==> config.mk <==
export PLATFORM = sky130hd
export DESIGN_NAME = lut_eval_seq_flat
export DESIGN_NICKNAME = d
export VERILOG_FILES = /design/src/rtl/lut_eval_seq_if.sv /design/src/rtl/lut_eval_seq.sv /design/src/flat_wrapper.sv
export SDC_FILE = /design/constraint.sdc
export NUM_CORES = 1
export LEC_CHECK = 0
export CORE_MARGIN = 2
export CORE_UTILIZATION = 42
export CTS_CLUSTER_DIAMETER = 30
export DETAILED_ROUTE_END_ITERATION = 8
export PLACE_DENSITY_LB_ADDON = 0.2
export SLEW_MARGIN = 30
export SYNTH_ARGS = -nofsm -noshare
export SYNTH_HDL_FRONTEND = slang
export SYNTH_SLANG_ARGS = --single-unit
==> constraint.sdc <==
create_clock -name clk -period 3.4 [get_ports clk]
set_input_delay 1.02 -clock clk [delete_from_list [all_inputs] [get_ports clk]]
set_output_delay 1.02 -clock clk [all_outputs]
set_load 0.02 [all_outputs]
==> src/rtl/lut_eval_seq_if.sv <==
// Config, evaluate and result handshakes of the programmable LUT evaluator.
// Registered result; each channel is stalled through its own valid/ready pair.
interface lut_eval_seq_if #(
  parameter int N_IN = 3
) ();
  logic            cfg_valid;
  logic            cfg_data;
  logic            cfg_ready;
  logic            in_valid;
  logic [N_IN-1:0] in_vec;
  logic            in_ready;
  logic            sweep_start;
  logic            out_valid;
  logic            out_ready;
  logic            out_bit;
  logic [N_IN-1:0] out_idx;
  logic            busy;
  logic            table_ok;

  modport slave (
    input  cfg_valid, cfg_data, in_valid, in_vec, sweep_start, out_ready,
    output cfg_ready, in_ready, out_valid, out_bit, out_idx, busy, table_ok
  );

  modport master (
    output cfg_valid, cfg_data, in_valid, in_vec, sweep_start, out_ready,
    input  cfg_ready, in_ready, out_valid, out_bit, out_idx, busy, table_ok
  );
endinterface

==> src/rtl/lut_eval_seq.sv <==
// Run-time programmable N_IN-input truth table with serial load and full-table sweep.
// Latency 1 cycle to out_valid; result held while out_ready low, which also stalls new requests.
module lut_eval_seq #(
  parameter int                 N_IN       = 3,
  parameter logic [2**N_IN-1:0] INIT_TABLE = 8'hBA,
  parameter bit                 INIT_VALID = 1'b1
) (
  input  logic          clk,
  input  logic          reset,
  lut_eval_seq_if.slave bus
);
  localparam int              DEPTH   = 2**N_IN;
  localparam logic [N_IN:0]   DEPTH_C = (N_IN+1)'(DEPTH);
  localparam logic [N_IN:0]   CNT_ONE = (N_IN+1)'(1);

  typedef enum logic [1:0] {
    ST_EMPTY,
    ST_LOAD,
    ST_READY,
    ST_SWEEP
  } state_t;

  localparam state_t RST_STATE = INIT_VALID ? ST_READY : ST_EMPTY;

  state_t             state_q,     state_d;
  logic [DEPTH-1:0]   tbl_q,       tbl_d;
  logic               table_ok_q,  table_ok_d;
  logic               out_valid_q, out_valid_d;
  logic               out_bit_q,   out_bit_d;
  logic [N_IN-1:0]    out_idx_q,   out_idx_d;
  logic [N_IN:0]      load_cnt_q,  load_cnt_d;
  logic [N_IN:0]      sweep_cnt_q, sweep_cnt_d;
  logic               busy_q,      busy_d;

  logic               cfg_ready;
  logic               cfg_fire;
  logic               out_free;
  logic               in_ready;
  logic               in_fire;
  logic               sweep_go;
  logic               sweep_load;
  logic [N_IN-1:0]    rd_idx;
  logic [N_IN-1:0]    rd_pos;

  always_comb begin
    cfg_ready  = (state_q != ST_SWEEP) && !out_valid_q;
    cfg_fire   = bus.cfg_valid && cfg_ready;
    out_free   = !out_valid_q || bus.out_ready;
    in_ready   = (state_q == ST_READY) && !bus.cfg_valid && !bus.sweep_start && out_free;
    in_fire    = bus.in_valid && in_ready;
    sweep_go   = (state_q == ST_READY) && bus.sweep_start && !bus.cfg_valid;
    sweep_load = (state_q == ST_SWEEP) && out_free && (sweep_cnt_q < DEPTH_C);
    rd_idx     = sweep_load ? sweep_cnt_q[N_IN-1:0] : bus.in_vec;
    // Entry k lives at bit DEPTH-1-k, which is simply the bitwise inverse of k.
    rd_pos     = ~rd_idx;
  end

  always_comb begin
    state_d     = state_q;
    tbl_d       = tbl_q;
    table_ok_d  = table_ok_q;
    out_valid_d = out_valid_q && !bus.out_ready;
    out_bit_d   = out_bit_q;
    out_idx_d   = out_idx_q;
    load_cnt_d  = load_cnt_q;
    sweep_cnt_d = sweep_cnt_q;

    if (in_fire || sweep_load) begin
      out_valid_d = 1'b1;
      out_bit_d   = tbl_q[rd_pos];
      out_idx_d   = rd_idx;
    end

    if (cfg_fire) begin
      tbl_d = {tbl_q[DEPTH-2:0], bus.cfg_data};
    end

    case (state_q)
      ST_EMPTY, ST_READY: begin
        if (cfg_fire) begin
          state_d    = ST_LOAD;
          table_ok_d = 1'b0;
          load_cnt_d = CNT_ONE;
        end else if (sweep_go) begin
          state_d     = ST_SWEEP;
          sweep_cnt_d = '0;
        end
      end
      ST_LOAD: begin
        if (cfg_fire) begin
          if ((load_cnt_q + CNT_ONE) == DEPTH_C) begin
            state_d    = ST_READY;
            table_ok_d = 1'b1;
            load_cnt_d = '0;
          end else begin
            load_cnt_d = load_cnt_q + CNT_ONE;
          end
        end
      end
      ST_SWEEP: begin
        // The last entry is already in the output slot once the counter hits DEPTH.
        if (sweep_load) begin
          sweep_cnt_d = sweep_cnt_q + CNT_ONE;
        end else if ((sweep_cnt_q == DEPTH_C) && out_valid_q && bus.out_ready) begin
          state_d     = ST_READY;
          sweep_cnt_d = '0;
        end
      end
      default: begin
        state_d = RST_STATE;
      end
    endcase

    busy_d = (state_d == ST_LOAD) || (state_d == ST_SWEEP);
  end

  always_ff @(posedge clk) begin
    if (reset) begin
      state_q     <= RST_STATE;
      tbl_q       <= INIT_TABLE;
      table_ok_q  <= INIT_VALID;
      out_valid_q <= 1'b0;
      out_bit_q   <= 1'b0;
      out_idx_q   <= '0;
      load_cnt_q  <= '0;
      sweep_cnt_q <= '0;
      busy_q      <= 1'b0;
    end else begin
      state_q     <= state_d;
      tbl_q       <= tbl_d;
      table_ok_q  <= table_ok_d;
      out_valid_q <= out_valid_d;
      out_bit_q   <= out_bit_d;
      out_idx_q   <= out_idx_d;
      load_cnt_q  <= load_cnt_d;
      sweep_cnt_q <= sweep_cnt_d;
      busy_q      <= busy_d;
    end
  end

  assign bus.cfg_ready = cfg_ready;
  assign bus.in_ready  = in_ready;
  assign bus.out_valid = out_valid_q;
  assign bus.out_bit   = out_bit_q;
  assign bus.out_idx   = out_idx_q;
  assign bus.busy      = busy_q;
  assign bus.table_ok  = table_ok_q;
endmodule

==> src/flat_wrapper.sv <==
// flat-port wrapper written by rule: the top's interface ports become plain ports
module lut_eval_seq_flat 
#(
  parameter int                 N_IN       = 3,
  parameter logic [2**N_IN-1:0] INIT_TABLE = 8'hBA,
  parameter bit                 INIT_VALID = 1'b1
)
  (clk, reset, bus_cfg_valid, bus_cfg_data, bus_in_valid, bus_in_vec, bus_sweep_start, bus_out_ready, bus_cfg_ready, bus_in_ready, bus_out_valid, bus_out_bit, bus_out_idx, bus_busy, bus_table_ok);
  lut_eval_seq_if #(.N_IN(N_IN)) bus_i ();
  input  logic clk;
  input  logic reset;
  input wire logic [$bits(bus_i.cfg_valid)-1:0] bus_cfg_valid;
  input wire logic [$bits(bus_i.cfg_data)-1:0] bus_cfg_data;
  input wire logic [$bits(bus_i.in_valid)-1:0] bus_in_valid;
  input wire logic [$bits(bus_i.in_vec)-1:0] bus_in_vec;
  input wire logic [$bits(bus_i.sweep_start)-1:0] bus_sweep_start;
  input wire logic [$bits(bus_i.out_ready)-1:0] bus_out_ready;
  output wire logic [$bits(bus_i.cfg_ready)-1:0] bus_cfg_ready;
  output wire logic [$bits(bus_i.in_ready)-1:0] bus_in_ready;
  output wire logic [$bits(bus_i.out_valid)-1:0] bus_out_valid;
  output wire logic [$bits(bus_i.out_bit)-1:0] bus_out_bit;
  output wire logic [$bits(bus_i.out_idx)-1:0] bus_out_idx;
  output wire logic [$bits(bus_i.busy)-1:0] bus_busy;
  output wire logic [$bits(bus_i.table_ok)-1:0] bus_table_ok;
  assign bus_i.cfg_valid = bus_cfg_valid;
  assign bus_i.cfg_data = bus_cfg_data;
  assign bus_i.in_valid = bus_in_valid;
  assign bus_i.in_vec = bus_in_vec;
  assign bus_i.sweep_start = bus_sweep_start;
  assign bus_i.out_ready = bus_out_ready;
  assign bus_cfg_ready = bus_i.cfg_ready;
  assign bus_in_ready = bus_i.in_ready;
  assign bus_out_valid = bus_i.out_valid;
  assign bus_out_bit = bus_i.out_bit;
  assign bus_out_idx = bus_i.out_idx;
  assign bus_busy = bus_i.busy;
  assign bus_table_ok = bus_i.table_ok;
  lut_eval_seq #(.N_IN(N_IN), .INIT_TABLE(INIT_TABLE), .INIT_VALID(INIT_VALID)) u_core (.clk(clk), .reset(reset), .bus(bus_i));
endmodule
### Yosys cells after proc, flatten, opt, wreduce, memory -nomap -nowiden

Index checks and enable logic that the tools add are counted.
Widths: inputs -> output; s select.

| storage, ports and cells | value |
|---|---|
| ROM bits | 0 |
| bits in latches | 0 |
| bits in registers | 25 |
| logic and storage cells | 79 |
| memories | 0 |
| output and inout port bits | 9 |
| bits in writable memories | 0 |

| operators by class | value |
|---|---|
| equality and inequality tests | 14 |
| add/subtract/negate cells | 2 |
| bitwise operators | 1 |
| $lt $le $gt $ge | 2 |
| div/mod/pow operators | 0 |
| shift operators | 0 |
| mux-type cells | 24 |
| reductions and logical operators | 27 |
| $mul | 0 |

Operator list:

| cell | number |
|---|---|
| $mux 4 | 7 |
| $pmux 4 s2 | 2 |
| $logic_and 1x1->1 | 13 |
| $mux 2 | 6 |
| $add 4x1->4 const B | 2 |
| $eq 4x4->1 const B | 2 |
| $ne 2x1->1 const B | 4 |
| $reduce_and 4->1 | 2 |
| $eq 2x2->1 const B | 3 |
| $pmux 2 s3 | 1 |
| $mux 1 | 5 |
| $eq 2x1->1 const B | 2 |
| $logic_not 1->1 | 4 |
| $lt 3x4->1 const B | 1 |
| $lt 4x4->1 const B | 1 |
| $ne 2x2->1 const B | 2 |
| $reduce_bool 2->1 | 2 |
| $bmux 1 s3 | 1 |
| $logic_or 1x1->1 | 3 |
| $mux 3 | 1 |
| $ne 3x2->1 const B | 1 |
| $not 3->3 | 1 |
| $reduce_and 3->1 | 1 |
| $logic_not 2->1 | 1 |
| other kinds (2) | 2 |

### Logic depth before layout (Yosys ltp)

| logic depth | value |
|---|---|
| depth after elaboration | 8 |
| gate-level depth with buffers | 7 |
| depth with buffers taken out | 7 |

### Worst setup path after synthesis

OpenSTA, ideal clock, no wires.

| path | value |
|---|---|
| path kind | input port to output port |
| start point | input bus_out_ready |
| end point | output bus_in_ready |
| path slack | 798 ps |
| path buffers | 0 |
| arrival time | 1582 ps |
| data required time | 2380 ps |
| stages | 2 |
| cells stage by stage | and2b_4 -> nor4b_4 |

| on the way | value |
|---|---|
| cells in the longest elaborated chain, start to end | 2 |

Ends and longest elaborated chain:

| what | RTL line | text |
|---|---|---|
| start, declared | flat_wrapper.sv:17 | `input wire logic [$bits(bus_i.out_ready)-1:0] bus_out_ready;` |
| $logic_or 1x1->1 | lut_eval_seq.sv:48 | `out_free = !out_valid_q \|\| bus.out_ready;` |
| $logic_and 1x1->1 | lut_eval_seq.sv:49 | `in_ready = (state_q == ST_READY) && !bus.cfg_valid && !bus.sweep_start && out_free;` |
| end, declared | flat_wrapper.sv:19 | `output wire logic [$bits(bus_i.in_ready)-1:0] bus_in_ready;` |

Every way passes these cells.

### Worst setup path after layout

Ends and elaborated chain as after synthesis.

==> flow_results.org <==
** Yosys
- In the synthesized netlist the dominant register cell turns out to be sky130_fd_sc_hd__dfxtp_1.
- Main area contributors after synthesis :: sky130_fd_sc_hd__dfxtp_1 (37%), sky130_fd_sc_hd__nand2_1 (6.0%), sky130_fd_sc_hd__a21oi_1 (3.7%)
- Number of enable-type register cells in the synthesized netlist :: 0
- For this run, the register share of the synthesized area comes to 36.6%.
- Synthesis produced a netlist whose cell count is 156.
- For this run, asynchronously set or reset flops after synthesis account for 0%.
- Of the post-synthesis cell area, the dominant cell type holds 36.6%.
- Post-synthesis register bit count :: 25
- Warnings, synthesis :: 0
- After synthesis the cells add up to 0.00137 mm².
- Post-Synthesis Net Count :: 170
- Number of unique standard cell types used by synthesis :: 50
- Post-synthesis cell type with the largest combined area :: sky130_fd_sc_hd__dfxtp_1
- Synthesized area per cell :: 8.77 µm²

** Timing
- Setup total negative slack on the finished layout was measured at 0 ns.
- Setup repair after global routing left no endpoint under its margin.
- Worst Skew :: 0.0121 ns
- Final hold violation count :: 0
- In this run the tightest slew margin relative to its limit is 39.0%.
- Derived from the worst setup path, the maximum achievable clock frequency is 305 MHz.
- Actual transition at the worst max-transition pin :: 0.912 ns
- Final setup violation count :: 0
- Number of max-slew violations in the final report :: 0
- Crit share post-route :: 96.5%
- Period minus WS final :: 3.28 ns

** Cells and area
- The repair_antennas step left the layout with diodes totalling 0.
- Leading cell types in the layout, fill and taps excluded :: sky130_fd_sc_hd__dfxtp_1 (25), sky130_fd_sc_hd__nand2_1 (22), sky130_fd_sc_hd__clkdlybuf4s50_1 (17)
- With fillers left out, the area of the finished cells amounts to 0.00162 mm².
- Relative to the synthesized area, the layout overhead comes to 18.6%.
- For this run, the share of the core covered by cells in the final layout is 52.8%.
- After filler insertion, the fill cell instance count of the layout stands at 306.
- Leaving out fill and tap cells, the most frequent cell in the layout is sky130_fd_sc_hd__dfxtp_1.
- Multi-input logic area :: 807 µm²
- Share of layout cells above drive strength 1 :: 10.8%
- For this run, the number of standard cells in the final layout without fillers is 220.
- Reg area :: 500 µm²
- For this run, the post-layout net count is 191.

** CTS
- Clock transition at the registers of the reported paths :: 0.15 ns
- CTS buffer count :: 3
- Setup bufs post-CTS :: 0
- CTS saw 25 sinks.
- Maximum number of buffers from clock root to sink :: 2
- Worst-Skew Late Latency :: 0.33 ns
- TritonCTS built the clock tree.
- The number of hold buffers added after CTS was 0.
- The cell sitting at the root of the clock tree is a sky130_fd_sc_hd__clkbuf_4.
- Maximum level of the CTS H-tree :: 1

** Worst setup path
- On the worst path, the slowest cell contributes a delay of 0.47 ns.
- Cell type of the slowest stage on the worst timing path :: sky130_fd_sc_hd__clkdlybuf4s50_1
- Of all nets on the critical path, the largest fanout is 2.
- Crit. End Element :: primary output
- The worst setup path is of the in2out kind.
- Kind of start point of the critical path :: input pin
- Worst endpoint required time :: 2.38 ns
- Sequence of cells on the critical path :: clkdlybuf4s50_1 > and2b_4 > nor4b_4 > dlygate4sd2_1
- Signal arrival time at the worst endpoint :: 2.26 ns
- Critical path buffer and inverter count :: 2
- Crit-path leading delay family :: buffers and inverters

** Pwr
- For this design the ratio of total power to cell area is 434 mW/mm².
- The internal portion of the total power is 468 µW.
- Net switching power of the design :: 237 µW
- Per report_power, the combinational group accounts for 29.9% of the total.
- The clock network is responsible for 19.7% of the overall power.
- Worst-case vdd ir drop :: 0.146 mV
- In this run switching power makes up 33.6% of total power.
- Static leakage power :: 0.605 nW
- Per report_power, the sequential group accounts for 50.5% of the total.

** Floorplanning
- Starting Density :: 44.5%
- Measured along the x axis, the die boundary spans 61.1 µm.
- The floorplan step set the die height to 61.1 µm.
- Die outline area :: 0.00373 mm²
- For this design the top-level I/O count stands at 19.
- The total area inside the core boundary comes to 0.00308 mm².
- Number of rows in the core area :: 20

** GRT
- Overall fraction of global-route tracks in use :: 16.6%
- Entering global routing, the biggest net connects 26 pins.
- First-pass GRT wire length :: 4730 µm
- Vias in the first global route :: 1,094
- Antenna violations before repair :: 0
- Overflow after GRT :: 0

** Run status
- Outcome :: finished, final reports clean

** Routing
- DR pass1 iterations :: 4
- The detail route stage leaves a number of antenna-violating nets equal to 0.
- Violation count after the first detailed-route iteration :: 44
- Via Count :: 1,203
- Ratio of routed vias to standard cells :: 5.47
- Wires add up to 2870 µm.
- In the routed design, unresolved DRC markers number 0.
- Wire length per cell after detailed routing :: 13.1 µm

** Job
- Max-cap violations :: 0

** Placement
- Input and output buffers added on the ports amount to 18.
- Dpl cells :: 216
- Routability congestion estimate from global placement :: 0.820
- The placed instances occupy a cell area of 0.00160 mm².
- HPWL after detailed placement :: 2100 µm

** Hold path
- The worst hold path belongs to the class reg2reg.
-- kinds of logic (layout without fill, tap and decap cells) --
kind of cell | count (synthesis) | in the layout | synth area share (%)
simple gates | 66 | 66 | 28.3
buf+inv | 11 | 31 | 4.48
mux | 2 | 2 | 1.55
fa+ha+maj | 4 | 4 | 3.66
xor+xnor | 1 | 1 | 0.640
compound gates | 47 | 47 | 24.8
flops | 25 | 25 | 36.6
-- synth_stat cells (2+ instances only) --
library cell,number
sky130_fd_sc_hd__a311oi_1,3
sky130_fd_sc_hd__nand2b_1,3
sky130_fd_sc_hd__o21ai_0,4
sky130_fd_sc_hd__nand2_1,22
sky130_fd_sc_hd__nor2_1,12
sky130_fd_sc_hd__nor2b_1,2
sky130_fd_sc_hd__buf_6,2
sky130_fd_sc_hd__nand3b_1,6
sky130_fd_sc_hd__nor3_1,3
sky130_fd_sc_hd__a32o_1,2
sky130_fd_sc_hd__clkbuf_1,3
sky130_fd_sc_hd__nand4_1,2
sky130_fd_sc_hd__a211oi_1,5
sky130_fd_sc_hd__o21ai_1,2
sky130_fd_sc_hd__ha_1,4
sky130_fd_sc_hd__dfxtp_1,25
sky130_fd_sc_hd__nand3_1,3
sky130_fd_sc_hd__and2b_1,2
sky130_fd_sc_hd__a21oi_1,10
sky130_fd_sc_hd__a21boi_0,5
sky130_fd_sc_hd__inv_1,4
sky130_fd_sc_hd__o211ai_1,2
sky130_fd_sc_hd__a311o_1,2
sky130_fd_sc_hd__o221ai_1,2
-- registers in the layout, summed over array words and instances (netlist names) --
| register | cells |
|---|---|
| u_core.tbl_q | 8 |
| u_core.load_cnt_q | 4 |
| u_core.bus.out_bit | 1 |
| u_core.bus.out_idx | 3 |
| u_core.sweep_cnt_q | 4 |
| u_core.state_q | 2 |
| u_core.bus.table_ok | 1 |
| u_core.bus.out_valid | 1 |
| u_core.bus.busy | 1 |
-- worst reg2reg max path: cells and delay by family (launching register included) --
kind	cells	cell delay, ns
AOI/OAI and AO/OA	3	0.98
and+or+nand+nor	2	0.36
DFF	1	0.45
-- worst paths after layout --
check	to	cells past startpoint	slack, ns	from
worst max-delay path	bus_in_ready	4	0.12	bus_out_ready
worst min register to register	u_core.tbl_q[0]$_SDFFE_PP0N_	2	0.48	u_core.tbl_q[0]$_SDFFE_PP0N_
worst min-delay path	u_core.tbl_q[0]$_SDFFE_PP0N_	2	0.48	u_core.tbl_q[0]$_SDFFE_PP0N_
worst max register to register	u_core.state_q[0]$_SDFF_PP0_	5	1.48	u_core.state_q[0]$_SDFF_PP0_
-- power by group through the flow --
stage / Clock, mW / Combinational (mW) / Sequential (mW)
after floorplan: 0 / 0.142 / 0.364
after global placement: 0 / 0.209 / 0.361
after detailed placement: 0 / 0.212 / 0.362
after CTS: 0.145 / 0.212 / 0.356
after global routing: 0.160 / 0.232 / 0.362
final: 0.138 / 0.210 / 0.356
-- layer usage --
layer | vias up | part of all wire (%) | GRT usage (%)
met5 | - | 0 | 0
met4 | 0 | 0.45 | 5.90
met3 | 2 | 3.7 | 2.73
met2 | 16 | 46 | 27.7
met1 | 571 | 49 | 21.7
li1 | 614 | - | -
-- layout make-up --
cell class,instances,area share (%)
Tap cell,44,3.39
Clock buffer,3,1.39
Inverter,4,0.924
Multi-Input combinational cell,120,49.7
Clock inverter,1,0.462
Sequential cell,25,30.8
Timing Repair Buffer,23,13.3
-- metrics by stage --
step / total power [mW] / hold WS [ns] / setup WS [ns]
floorplan: 0.507 / 0.441 / 0.798
global placement: 0.570 / 0.459 / -0.160
detailed placement: 0.574 / 0.464 / -0.169
CTS: 0.713 / 0.484 / 0.108
global route: 0.753 / 0.522 / 0.0740
finish: 0.705 / 0.481 / 0.118
-- what timing repair did --
item	4_1_cts	5_1_grt
gates resized for setup	1	0
hold endpoints to repair	0	0
setup endpoints to repair	1	0
Note: power is estimated with default switching activity, not from simulation.
